## src/rtl/ram_port_arbiter.sv

```systemverilog
// Round-robin RAM port arbiter with aging and multi-word block sequencing.
// Optional transfer watchdog enabled by defining ARB_WDOG_EN.
module ram_port_arbiter #(
  parameter int unsigned NREQ        = 4,
  parameter int unsigned BURST_WORDS = 2,
  parameter int unsigned AGE_LIMIT   = 8,
  parameter int unsigned WDOG_LIMIT  = 255
) (
  input  logic                           CLK,
  input  logic                           nRST,
  input  logic [NREQ-1:0]                req_ren,
  input  logic [NREQ-1:0]                req_wen,
  input  logic [NREQ-1:0]                req_burst,
  input  logic [NREQ-1:0][31:0]          req_addr,
  input  logic [NREQ-1:0][31:0]          req_store,
  output logic [NREQ-1:0]                req_wait,
  output logic [NREQ-1:0]                req_err,
  output logic [31:0]                    req_load,
  output logic [NREQ-1:0]                grant,
  output logic [$clog2(BURST_WORDS)-1:0] word_idx,
  input  logic [1:0]                     ramstate,
  input  logic [31:0]                    ramload,
  output logic [31:0]                    ramaddr,
  output logic [31:0]                    ramstore,
  output logic                           ramREN,
  output logic                           ramWEN
);

  localparam int unsigned IdxW = $clog2(BURST_WORDS);
  localparam int unsigned PtrW = (NREQ > 1) ? $clog2(NREQ) : 1;
  localparam int unsigned AgeW = $clog2(AGE_LIMIT + 1);

  localparam logic [1:0] RamAccess = 2'd2;
  localparam logic [1:0] RamError  = 2'd3;

  typedef enum logic {StIdle, StXfer} state_e;

  state_e                      state_q;
  logic [NREQ-1:0]             grant_q;
  logic [PtrW-1:0]             owner_q;
  logic [PtrW-1:0]             rr_q;
  logic [IdxW-1:0]             word_q;
  logic                        burst_q;
  logic [NREQ-1:0][AgeW-1:0]   age_q;

  logic [NREQ-1:0] active;
  logic            xfer;
  logic            own_active;
  logic            own_wen;
  logic            ram_acc;
  logic            ram_err;
  logic            wdog_hit;
  logic            last_word;
  logic [PtrW-1:0] rr_next;
  logic [31:0]     own_addr;

  logic            aged_hit;
  logic [PtrW-1:0] aged_idx;
  logic            rr_hit;
  logic [PtrW-1:0] rr_idx;
  logic [PtrW-1:0] win_idx;
  int              j;

  assign active     = req_ren | req_wen;
  assign xfer       = (state_q == StXfer);
  assign own_active = active[owner_q];
  assign own_wen    = req_wen[owner_q];
  assign ram_acc    = (ramstate == RamAccess);
  assign ram_err    = (ramstate == RamError) | wdog_hit;
  assign last_word  = !burst_q || (word_q == IdxW'(BURST_WORDS - 1));
  assign rr_next    = PtrW'((int'(owner_q) + 1) % int'(NREQ));
  assign own_addr   = req_addr[owner_q] + (32'(word_q) << 2);

`ifdef ARB_WDOG_EN
  localparam int unsigned WdogW = $clog2(WDOG_LIMIT + 1);
  logic [WdogW-1:0] wdog_q;

  assign wdog_hit = xfer && (wdog_q == WdogW'(WDOG_LIMIT));

  // Held at zero while idle, so every transfer starts with a fresh count.
  always_ff @(posedge CLK or negedge nRST) begin
    if (!nRST) begin
      wdog_q <= '0;
    end else if (!xfer || ram_acc) begin
      wdog_q <= '0;
    end else if (!wdog_hit) begin
      wdog_q <= wdog_q + 1'b1;
    end
  end
`else
  logic unused_wdog_limit;
  assign unused_wdog_limit = ^WDOG_LIMIT;
  assign wdog_hit          = 1'b0;
`endif

  // Winner selection: aged requesters first (lowest index), else round-robin from rr_q.
  always_comb begin
    aged_hit = 1'b0;
    aged_idx = '0;
    rr_hit   = 1'b0;
    rr_idx   = rr_q;
    j        = 0;
    for (int i = 0; i < int'(NREQ); i++) begin
      if (!aged_hit && active[PtrW'(i)] && (age_q[PtrW'(i)] >= AgeW'(AGE_LIMIT))) begin
        aged_hit = 1'b1;
        aged_idx = PtrW'(i);
      end
    end
    for (int k = 0; k < int'(NREQ); k++) begin
      j = (int'(rr_q) + k) % int'(NREQ);
      if (!rr_hit && active[PtrW'(j)]) begin
        rr_hit = 1'b1;
        rr_idx = PtrW'(j);
      end
    end
    win_idx = aged_hit ? aged_idx : rr_idx;
  end

  // RAM side follows the owner's live request so a drop or direction change acts this cycle.
  always_comb begin
    ramREN   = 1'b0;
    ramWEN   = 1'b0;
    ramaddr  = '0;
    ramstore = '0;
    req_wait = '1;
    req_err  = '0;
    if (xfer) begin
      ramaddr = own_addr;
      if (own_wen) begin
        ramWEN   = 1'b1;
        ramstore = req_store[owner_q];
      end else if (own_active) begin
        ramREN = 1'b1;
      end
      if (own_active && ram_err) begin
        req_err[owner_q] = 1'b1;
      end else if (own_active && ram_acc) begin
        req_wait[owner_q] = 1'b0;
      end
    end
  end

  assign req_load = ramload;
  assign grant    = grant_q;
  assign word_idx = word_q;

  always_ff @(posedge CLK or negedge nRST) begin
    if (!nRST) begin
      state_q <= StIdle;
      grant_q <= '0;
      owner_q <= '0;
      rr_q    <= '0;
      word_q  <= '0;
      burst_q <= 1'b0;
      age_q   <= '0;
    end else begin
      case (state_q)
        StIdle: begin
          if (|active) begin
            state_q <= StXfer;
            owner_q <= win_idx;
            grant_q <= NREQ'(1) << win_idx;
            burst_q <= req_burst[win_idx];
            word_q  <= '0;
          end
        end
        StXfer: begin
          if (!own_active || ram_err) begin
            state_q <= StIdle;
            grant_q <= '0;
            word_q  <= '0;
            rr_q    <= rr_next;
          end else if (ram_acc) begin
            if (last_word) begin
              state_q <= StIdle;
              grant_q <= '0;
              word_q  <= '0;
              rr_q    <= rr_next;
              for (int i = 0; i < int'(NREQ); i++) begin
                if (PtrW'(i) == owner_q) begin
                  age_q[PtrW'(i)] <= '0;
                end else if (active[PtrW'(i)] && (age_q[PtrW'(i)] < AgeW'(AGE_LIMIT))) begin
                  age_q[PtrW'(i)] <= age_q[PtrW'(i)] + 1'b1;
                end
              end
            end else begin
              word_q <= word_q + 1'b1;
            end
          end
        end
        default: state_q <= StIdle;
      endcase
    end
  end

endmodule

```

## config.mk

```make
export PLATFORM = sky130hd
export DESIGN_NAME = ram_port_arbiter
export DESIGN_NICKNAME = d
export VERILOG_FILES = /design/src/rtl/ram_port_arbiter.sv
export SDC_FILE = /design/constraint.sdc
export NUM_CORES = 1
export LEC_CHECK = 0
export BUFFER_PORTS_ARGS = -buffer_cell sky130_fd_sc_hd__buf_4
export CAP_MARGIN = 25
export CORE_AREA = 2 2 162 164
export CTS_BUF_LIST = sky130_fd_sc_hd__clkbuf_4
export DETAILED_ROUTE_END_ITERATION = 6
export DIE_AREA = 0 0 164 166
export PLACE_DENSITY_LB_ADDON = 0.1
export RECOVER_POWER = 50
export SLEW_MARGIN = 20
export SYNTH_ARGS = -nofsm -noshare
export SYNTH_HDL_FRONTEND = slang
export SYNTH_SLANG_ARGS = --single-unit
```

## constraint.sdc

```tcl
create_clock -name CLK -period 4.4 [get_ports CLK]
set_clock_uncertainty 0.2 [all_clocks]
set_input_delay 0.66 -clock CLK [delete_from_list [all_inputs] [get_ports CLK]]
set_output_delay 0.66 -clock CLK [all_outputs]
set_load 0.05 [all_outputs]
```

==> run metrics <==
status finished clean; Slew Viols, Final 0; Synth Flop Type dfrtp_1; CP Class reg2out; post-route cell area 6830 um2; Placed Area 6840 um2; top cell type's share of synthesized area 29.7%; CTS buffer count 3; Filler cells 2791; Ys Warns 0; Post-Syn Instances 422; multiplexer area fraction after synthesis 37.4%; final period utilization 90.3%; Req. time, crit path 3.54 ns; post-synth top area cell mux4_2; pin count of the biggest net entering global routing 40; EDFF count, synth 0; Top Usage Layer GRT met2; num rows 59; min Tclk post-route 3.97 ns; FF+latch area 482 um2; Die W 164 um; hold-critical path depth 2; Longest Clk Path Bufs 2; post-synthesis sequential area ratio 11.4%; critical path data arrival time 3.11 ns; remaining antenna violation count after routing 0; Post-Syn Nets 736; Layout Utilization 26.7%; Slew headroom 25.7%; register bit total from synthesis 19; htree depth 1; commonest non-fill, non-tap cell in the layout buf_4; Clock Latency Late Sink 0.31 ns; Die ar. 27200 um2; initial cell density of the core 16.3%; gr usage total 15.0%; core area 25600 um2; final routed DRC violation total 0; # nets final 1035; hold crit path type reg2reg; initial DRC count 233; Worst setup SP type flip-flop; XOR/XNOR Fraction of Synth Area 5.46%; vias in the first global route 5111; DP HPWL 18.8 mm; setup violators final 0; share of flip-flops with an asynchronous set or reset 100%; Mean Syn Cell Area 9.89 um2; GR met3 Demand/Resource 3.55%; met2 usage in global routing 28.4%; # Post-CTS Setup Buffers 0; largest cells by area after synthesis mux4_2, dfrtp_1, mux4_1; IO Count 415; post_cts resized 0; clk slew on worst S/H paths 0.11 ns; initial antenna violation count 5; adder-cell share of the synthesized area 3.00%; routed vias 4698; Fmax 252 MHz; TritonRoute pass-1 iters 5; most frequent cells in the layout buf_4, mux4_2, and3_1; cells on worst reg2reg path 6; Multi-input gate area 3210 um2; main combinational cell family by area after synthesis multiplexers; P_leak 3.17 nW; Mapped Area 4170 um2; Area growth, synth to finish 63.8%; RSZ-0062 raised after global routing no; Hold-fix buffers, CTS 0; Synth Area in Simple Gates 24.4%; total congestion overflow 0; Chip Height 166 um; compound-gate portion of the synthesized area 6.69%; maximum VDD drop 0.000251 V; average wire per cell in the routed design 20.5 um; Critical Path End Type primary output; Root Driver clkbuf_4; first-pass GRT wire length 31.3 mm; PD cells 642 nW/um2; met1 Resource Use GR 17.3%; Design Power 4.38 mW; Distinct cells, synth 53; max-cap viol count 0; per-cell via count in the routed design 4.45; share of layout cells above drive strength 1 58.8%; CTS tree built; Routed Wire Length 21.7 mm; count of port buffers added during placement 350; total negative slack 0 ns; gp weighted congestion 0.884; clk sinks 19; crit path max fanout 13; Least-Margin Pin Slew 1.11 ns; Hold Fails Final Rpt 0
==> power breakdown <==
group	internal, mW	switching, mW
logic	1.48	2.41
registers	0.252	0.140
clock network	0.0416	0.0593
total	1.77	2.61
==> final cells by class <==
class                           instances  share of cell area (%)
Antenna cell                            1                  0.0366
Clock buffer                            4                   0.440
Inverter                               15                   0.824
Tap cell                              335                    6.14
Sequential cell                        19                    7.05
Multi-Input combinational cell        327                    47.1
Timing Repair Buffer                  355                    38.5
==> cells by family after synthesis <==
| logic type | after synthesis |
|---|---|
| mux | 69 |
| fa+ha+maj | 10 |
| simple gates | 177 |
| compound gates | 45 |
| buf+inv | 76 |
| xor+xnor | 26 |
| flops | 19 |
==> through the flow <==
| stage | hold slack (ns) | cells | worst slack, ns |
|---|---|---|---|
| after floorplan | 0.164 | 422 | 0.0312 |
| after global placement | 0.285 | 1051 | 0.687 |
| after detailed placement | 0.279 | 1051 | 0.708 |
| after CTS | 0.0128 | 1055 | 0.356 |
| after global routing | 0.352 | 1055 | 0.158 |
| final | 0.299 | 1056 | 0.428 |
==> cell usage after synthesis, drive strengths merged (11+ instances only) <==
library cell	number
clkbuf	13
dfrtp	19
nor2	20
buf	48
xor2	15
inv	15
nand2	32
and3	34
o21ai	17
xnor2	11
nor3	11
mux4	66
and2	35
nand3	14
==> worst paths after layout <==
| check | to | slack (ns) | from |
|---|---|---|---|
| max in group asynchronous | owner_q[0] | 2.87 | nRST |
| worst min-delay path | grant[1] | 0.30 | grant[1] |
| min in group asynchronous | grant[1] | 0.33 | nRST |
| worst max register to register | age_q[4] | 0.84 | owner_q[0] |
| worst min register to register | grant[1] | 0.30 | grant[1] |
| worst max-delay path | ramaddr[28] | 0.43 | owner_q[0] |
==> routing by layer <==
layer  part of all wire [%]  vias up
met2                     53      193
met3                    7.7       32
met4                    1.3        6
met1                     38     2301
li1                       -     2166
met5                   0.18        -
==> sequential cells by signal, summed over array words and instances, names as in the netlist <==
name,cells
owner_q,2
rr_q,2
state_q,1
burst_q,1
age_q,8
word_idx,1
grant,4
==> critical path, stage by stage (launching register included) <==
cell	delay (ns)
dfrtp_4	0.60
mux4_2	0.37
ha_1	0.18
ha_1	0.26
nand2_1	0.12
or3_1	0.47
nor3b_1	0.30
xor2_1	0.16
and2_1	0.14
buf_4	0.20
(Power assumes the default switching activity.)
